[config.mk]
export PLATFORM = sky130hd
export DESIGN_NAME = regfile_wb_scoreboard_flat
export DESIGN_NICKNAME = d
export VERILOG_FILES = /design/src/rtl/regfile_wb_scoreboard_if.sv /design/src/rtl/regfile_wb_scoreboard.sv /design/src/flat_wrapper.sv
export SDC_FILE = /design/constraint.sdc
export NUM_CORES = 1
export LEC_CHECK = 0
export ABC_AREA = 1
export BUFFER_PORTS_ARGS = -buffer_cell sky130_fd_sc_hd__buf_2
export CAP_MARGIN = 20
export CORE_MARGIN = 8
export CORE_UTILIZATION = 53
export CTS_BUF_LIST = sky130_fd_sc_hd__clkbuf_8
export DETAILED_ROUTE_END_ITERATION = 12
export GPL_TIMING_DRIVEN = 0
export PLACE_DENSITY = 0.83
export SLEW_MARGIN = 10
export SYNTH_ARGS = -nofsm -noshare
export SYNTH_HDL_FRONTEND = slang
export SYNTH_SLANG_ARGS = --single-unit
[constraint.sdc]
create_clock -name clk -period 2.25 [get_ports clk]
set_input_delay 0.1125 -clock clk [delete_from_list [all_inputs] [get_ports clk]]
set_output_delay 0.1125 -clock clk [all_outputs]
set_load 0.1 [all_outputs]
[src/rtl/regfile_wb_scoreboard_if.sv]
// Signal bundle between issue, the two writeback requesters, the register file write port
// and the writeback scoreboard. The master side drives requests; the scoreboard is the slave.
interface regfile_wb_scoreboard_if #(
   parameter int XLEN  = 32,
   parameter int NREGS = 32
);
   logic             issue_valid;
   logic [4:0]       issue_rs1;
   logic [4:0]       issue_rs2;
   logic [4:0]       issue_rd;
   logic             issue_uses_rs1;
   logic             issue_uses_rs2;
   logic             issue_writes_rd;
   logic             issue_stall;

   logic             alu_valid;
   logic [4:0]       alu_rd;
   logic [XLEN-1:0]  alu_data;
   logic             alu_ready;

   logic             lsu_valid;
   logic [4:0]       lsu_rd;
   logic [XLEN-1:0]  lsu_data;
   logic             lsu_ready;

   logic [4:0]       rf_rd;
   logic             rf_write_enable;
   logic [XLEN-1:0]  rf_write_data;
   logic [NREGS-1:0] busy;
   logic             wb_err;

   modport master (
      output issue_valid, issue_rs1, issue_rs2, issue_rd,
             issue_uses_rs1, issue_uses_rs2, issue_writes_rd,
             alu_valid, alu_rd, alu_data, lsu_valid, lsu_rd, lsu_data,
      input  issue_stall, alu_ready, lsu_ready,
             rf_rd, rf_write_enable, rf_write_data, busy, wb_err
   );

   modport slave (
      input  issue_valid, issue_rs1, issue_rs2, issue_rd,
             issue_uses_rs1, issue_uses_rs2, issue_writes_rd,
             alu_valid, alu_rd, alu_data, lsu_valid, lsu_rd, lsu_data,
      output issue_stall, alu_ready, lsu_ready,
             rf_rd, rf_write_enable, rf_write_data, busy, wb_err
   );
endinterface

[src/rtl/regfile_wb_scoreboard.sv]
// Register file write-port sequencer: busy-bit scoreboard for RAW/WAW issue stalls and
// round-robin ALU/LSU writeback arbitration with a registered register-file write port.
module regfile_wb_scoreboard #(
   parameter int XLEN  = 32,
   parameter int NREGS = 32
) (
   input  logic                    clk,
   input  logic                    rst,
   regfile_wb_scoreboard_if.slave  wb
);

   typedef enum logic {
      GRANT_ALU = 1'b0,
      GRANT_LSU = 1'b1
   } grant_e;

   grant_e           r_last_grant;
   logic [NREGS-1:0] r_busy;
   logic [4:0]       r_rf_rd;
   logic             r_rf_we;
   logic [XLEN-1:0]  r_rf_data;
   logic             r_wb_err;

   logic             w_stall;
   logic             w_alu_ready;
   logic             w_lsu_ready;
   logic             w_hs;
   logic [4:0]       w_wb_rd;
   logic [XLEN-1:0]  w_wb_data;
   logic [NREGS-1:0] w_set;
   logic [NREGS-1:0] w_clr;
   logic [NREGS-1:0] w_busy_next;
   logic             w_err_hit;

   // NOTE: every signal gets a default at the top of always_comb so no path leaves it
   // unassigned; otherwise synthesis infers a latch.
   always_comb begin
      w_stall     = 1'b0;
      w_alu_ready = 1'b0;
      w_lsu_ready = 1'b0;
      w_set       = '0;
      w_clr       = '0;

      if (!rst) begin
         w_stall = wb.issue_valid &&
                   ((wb.issue_uses_rs1  && r_busy[wb.issue_rs1]) ||
                    (wb.issue_uses_rs2  && r_busy[wb.issue_rs2]) ||
                    (wb.issue_writes_rd && r_busy[wb.issue_rd]));
         // Contention goes to whichever requester did not win the last handshake.
         w_alu_ready = wb.alu_valid && (!wb.lsu_valid || (r_last_grant == GRANT_LSU));
         w_lsu_ready = wb.lsu_valid && (!wb.alu_valid || (r_last_grant == GRANT_ALU));
      end

      w_hs      = w_alu_ready || w_lsu_ready;
      w_wb_rd   = w_alu_ready ? wb.alu_rd   : wb.lsu_rd;
      w_wb_data = w_alu_ready ? wb.alu_data : wb.lsu_data;
      w_err_hit = w_hs && (w_wb_rd != 5'd0) && !r_busy[w_wb_rd];

      if (wb.issue_valid && !w_stall && wb.issue_writes_rd && (wb.issue_rd != 5'd0))
         w_set[wb.issue_rd] = 1'b1;
      // The clear lands on the same edge the register file commits the strobed write.
      if (r_rf_we)
         w_clr[r_rf_rd] = 1'b1;

      w_busy_next    = (r_busy & ~w_clr) | w_set;
      w_busy_next[0] = 1'b0;
   end

   // NOTE: sequential state uses non-blocking assignments so every register samples
   // pre-edge values, independent of statement order.
   always_ff @(posedge clk) begin
      if (rst) begin
         r_busy       <= '0;
         r_rf_we      <= 1'b0;
         r_rf_rd      <= '0;
         r_rf_data    <= '0;
         r_wb_err     <= 1'b0;
         r_last_grant <= GRANT_LSU;
      end else begin
         r_busy  <= w_busy_next;
         r_rf_we <= w_hs;
         if (w_hs) begin
            r_rf_rd      <= w_wb_rd;
            r_rf_data    <= w_wb_data;
            r_last_grant <= w_alu_ready ? GRANT_ALU : GRANT_LSU;
         end
         if (w_err_hit)
            r_wb_err <= 1'b1;
      end
   end

   assign wb.issue_stall     = w_stall;
   assign wb.alu_ready       = w_alu_ready;
   assign wb.lsu_ready       = w_lsu_ready;
   assign wb.rf_rd           = r_rf_rd;
   assign wb.rf_write_enable = r_rf_we;
   assign wb.rf_write_data   = r_rf_data;
   assign wb.busy            = r_busy;
   assign wb.wb_err          = r_wb_err;

endmodule

[src/flat_wrapper.sv]
// flat-port wrapper written by rule: the top's interface ports become plain ports
module regfile_wb_scoreboard_flat 
#(
   parameter int XLEN  = 32,
   parameter int NREGS = 32
)
  (clk, rst, wb_issue_valid, wb_issue_rs1, wb_issue_rs2, wb_issue_rd, wb_issue_uses_rs1, wb_issue_uses_rs2, wb_issue_writes_rd, wb_alu_valid, wb_alu_rd, wb_alu_data, wb_lsu_valid, wb_lsu_rd, wb_lsu_data, wb_issue_stall, wb_alu_ready, wb_lsu_ready, wb_rf_rd, wb_rf_write_enable, wb_rf_write_data, wb_busy, wb_wb_err);
  regfile_wb_scoreboard_if #(.XLEN(XLEN), .NREGS(NREGS)) wb_i ();
  input  logic clk;
  input  logic rst;
  input wire logic [$bits(wb_i.issue_valid)-1:0] wb_issue_valid;
  input wire logic [$bits(wb_i.issue_rs1)-1:0] wb_issue_rs1;
  input wire logic [$bits(wb_i.issue_rs2)-1:0] wb_issue_rs2;
  input wire logic [$bits(wb_i.issue_rd)-1:0] wb_issue_rd;
  input wire logic [$bits(wb_i.issue_uses_rs1)-1:0] wb_issue_uses_rs1;
  input wire logic [$bits(wb_i.issue_uses_rs2)-1:0] wb_issue_uses_rs2;
  input wire logic [$bits(wb_i.issue_writes_rd)-1:0] wb_issue_writes_rd;
  input wire logic [$bits(wb_i.alu_valid)-1:0] wb_alu_valid;
  input wire logic [$bits(wb_i.alu_rd)-1:0] wb_alu_rd;
  input wire logic [$bits(wb_i.alu_data)-1:0] wb_alu_data;
  input wire logic [$bits(wb_i.lsu_valid)-1:0] wb_lsu_valid;
  input wire logic [$bits(wb_i.lsu_rd)-1:0] wb_lsu_rd;
  input wire logic [$bits(wb_i.lsu_data)-1:0] wb_lsu_data;
  output wire logic [$bits(wb_i.issue_stall)-1:0] wb_issue_stall;
  output wire logic [$bits(wb_i.alu_ready)-1:0] wb_alu_ready;
  output wire logic [$bits(wb_i.lsu_ready)-1:0] wb_lsu_ready;
  output wire logic [$bits(wb_i.rf_rd)-1:0] wb_rf_rd;
  output wire logic [$bits(wb_i.rf_write_enable)-1:0] wb_rf_write_enable;
  output wire logic [$bits(wb_i.rf_write_data)-1:0] wb_rf_write_data;
  output wire logic [$bits(wb_i.busy)-1:0] wb_busy;
  output wire logic [$bits(wb_i.wb_err)-1:0] wb_wb_err;
  assign wb_i.issue_valid = wb_issue_valid;
  assign wb_i.issue_rs1 = wb_issue_rs1;
  assign wb_i.issue_rs2 = wb_issue_rs2;
  assign wb_i.issue_rd = wb_issue_rd;
  assign wb_i.issue_uses_rs1 = wb_issue_uses_rs1;
  assign wb_i.issue_uses_rs2 = wb_issue_uses_rs2;
  assign wb_i.issue_writes_rd = wb_issue_writes_rd;
  assign wb_i.alu_valid = wb_alu_valid;
  assign wb_i.alu_rd = wb_alu_rd;
  assign wb_i.alu_data = wb_alu_data;
  assign wb_i.lsu_valid = wb_lsu_valid;
  assign wb_i.lsu_rd = wb_lsu_rd;
  assign wb_i.lsu_data = wb_lsu_data;
  assign wb_issue_stall = wb_i.issue_stall;
  assign wb_alu_ready = wb_i.alu_ready;
  assign wb_lsu_ready = wb_i.lsu_ready;
  assign wb_rf_rd = wb_i.rf_rd;
  assign wb_rf_write_enable = wb_i.rf_write_enable;
  assign wb_rf_write_data = wb_i.rf_write_data;
  assign wb_busy = wb_i.busy;
  assign wb_wb_err = wb_i.wb_err;
  regfile_wb_scoreboard #(.XLEN(XLEN), .NREGS(NREGS)) u_core (.clk(clk), .rst(rst), .wb(wb_i));
endmodule
==> flow_summary.toml <==
[finish]
finalNetCount = 1078
drive_gt1_share_pct = 34.4
antenna_cells = 0
syn_to_final_growth_pct = 25.2
final_area_um2 = 6360

[sta]
finalMaxSlewViolations = 0
slew_headroom_pct = 44.9
final_hold_viol_count = 0
rsz0062_at_grt = "no"
hold_ws_ns = 0.0612
timing.final.crit_share_pct = 97.2
setup-tns-final_ns = 0
finClkSkew_ns = 0.0145
worst_pin_slew_ns = 0.826
fin_crit_ns = 2.19
setup_viol = 0
fmax_ghz = 0.457

[power_and_ir_drop]
p_comb_share_pct = 35.0
swShare_pct = 41.1
power_mw = 3.76
p_leak_nw = 3.19
clock_power_share_pct = 28.4
p_per_area_nw_per_um2 = 591
max-vdd-ir-drop_mv = 0.632
p_switching_mw = 1.55
p_seq_share_pct = 36.6
intPower_mw = 2.21

[synthesis]
synthDistinctLibCells = 30
synthTopCellsByArea = "dfxtp_1, nand2_1, nand3_1"
yosysTopAreaCell = "dfxtp_1"
synth.avg_cell_area_um2 = 6.33
syn_area_um2 = 5080
syn_nets = 900
syn_inst = 803
yosysWarnings = 0
ys_ff_latch = 71
ys_seq_area_share_pct = 28.0
synth_top_cell_area_share_pct = 28.0

[floorplan]
die_h_um = 114
die-area_um2 = 13000
boundaryPins = 171
rows = 35
die_x_um = 114
start_util_pct = 54.8
coreArea_um2 = 9280

[detailed_routing]
drt-initial-drc-count = 688
viasPerCell = 5.48
wirelength_mm = 18.5
wl_per_cell_um = 16.6
num_vias = 6106
dr.pass1.iters = 5
antenna_left = 0
drc_errors = 0

[worst_hold_path]
hold_class = "primary input to flop"

[clock_tree]
htreeDepth = 3
clock_path_buffers = 2
cts-root-buf = "clkbuf_8"
cts_buffers = 9
clk_pin_slew_ns = 0.08
clock_latency_ns = 0.35
cts.sinks = 71
cts_tree = "done"

[worst_setup_path]
path_class = "flop to output pin"
crit_path_start_kind = "flop"
arrival_ns = 2.08
end_kind = "output pin"
crit_required_ns = 2.14
critPathMaxFanout = 10

[placed_design]
dpl.hpwl_mm = 14.1
numPortBuffers = 164
placed_cell_area_um2 = 6110
gp_congestion = 1.02

[global_route]
grtUsageTotal_pct = 27.3
grt_pass1_vias = 5612
grt_pass1_wl_mm = 28.5
grt_max_degree = 13
antenna_found_initial = 0
overflow = 0

[outcome]
status = "finished clean"

[run]
maxCapViolations = 0
power groups by stage:
stage / combinational [mW] / clock, mW / sequential (mW)
finish: 1.32 / 1.07 / 1.38
global route: 1.41 / 1.13 / 1.38
CTS: 1.30 / 1.07 / 1.38
detailed placement: 1.30 / 0 / 1.40
global placement: 1.29 / 0 / 1.40
floorplan: 0.509 / 0 / 1.90
cell usage in the layout (no fill, tap or decap), types with 2 or more instances in the layout:
cell,n
buf_6,3
nor2_2,3
nand3b_1,2
a31oi_1,2
or2_1,2
dfxtp_1,40
dfxtp_2,31
clkbuf_1,10
inv_1,87
inv_2,20
buf_8,3
nand2_1,227
nor3_1,9
nand2_2,4
nand3_2,31
o21ai_1,11
a311o_1,31
nor2_1,70
a21oi_2,30
o21ai_0,41
a21oi_1,9
clkinvlp_4,3
clkbuf_8,11
buf_2,181
nand3_1,102
buf_4,12
worst paths after layout:
path                        from                     endpoint  slack (ns)  depth (start not counted)
max           u_core.wb.busy[22]               wb_issue_stall        0.06                         14
min              wb_alu_data[30]  u_core.wb.rf_write_data[30]        0.06                          3
max reg2reg  u_core.r_last_grant             u_core.wb.wb_err        0.29                         14
min reg2reg     u_core.wb.wb_err             u_core.wb.wb_err        0.47                          2
state kept, by name (all words and copies together), names as in the netlist:
signal / cells
u_core.wb.rf_write_data: 32
u_core.wb.busy: 31
u_core.wb.rf_rd: 5
u_core.r_last_grant: 1
u_core.wb.rf_write_enable: 1
u_core.wb.wb_err: 1
kinds of logic (layout without fill, tap and decap cells):
family | count (synthesis) | after routing | share of synthesized area, %
compound gates | 126 | 126 | 17.8
flops | 71 | 71 | 28.0
other cells | 1 | 1 | 0.0738
buf+inv | 153 | 335 | 13.5
simple gates | 452 | 452 | 40.7
cell usage after synthesis (all sizes together):
library cell,count
nand3,133
a31oi,2
o21ai,53
clkbuf,10
a311o,31
buf,34
nor2,74
nor3,9
a21oi,39
dfxtp,71
inv,108
conb,1
nand2,232
clkinv,1
o211ai,1
or2,2
nand3b,2
metrics by stage:
step	setup slack [ns]	utilization (%)	std cells
floorplan	0.0898	-	803
detailed placement	0.178	65.8	1096
finish	0.0621	68.5	1114
global placement	0.217	65.8	1096
global route	0.00153	68.5	1114
CTS	0.00769	68.2	1111
worst max-delay path, cell delays in order, from the launching register on:
cell and delay, ns:
dfxtp_2 0.35, inv_2 0.11, o21ai_1 0.07, nand2_1 0.06, nand2_1 0.06, nand2_1 0.06, nand2_1 0.05, nor2_1 0.11
nand2_1 0.07, nand2_1 0.10, nand3_2 0.14, nand2_4 0.14, buf_12 0.15, clkinvlp_4 0.09, buf_8 0.17
area by class of cell:
| cell class | instances | area (µm²) |
|---|---|---|
| multi-input combinational | 579 | 2990 |
| sequential | 71 | 1460 |
| buffer | 44 | 283 |
| inverter | 109 | 414 |
| tap | 129 | 161 |
| clock buffer | 11 | 151 |
| clock inverter | 4 | 53.8 |
| timing repair buffer | 167 | 853 |
| fill | 871 | 2920 |
routing by layer:
metal  vias to the layer above  part of all wire [%]  global-route usage [%]
met5                         -                     0                       0
met4                         0                   4.4                    11.8
met3                        69                    11                    8.45
met2                       363                    45                    43.1
met1                      2717                    39                    33.6
li1                       2957                     -                       -
repair_timing:
| action | in CTS | in global routing |
|---|---|---|
| endpoints found under the setup margin | 1 | 1 |
| hold buffers | 0 | 0 |
| cloned | 0 | 0 |
| gates resized for setup | 4 | 13 |
| pin swaps | 0 | 1 |
| setup buffers | 0 | 3 |
Note: power is estimated with default switching activity, not from simulation.
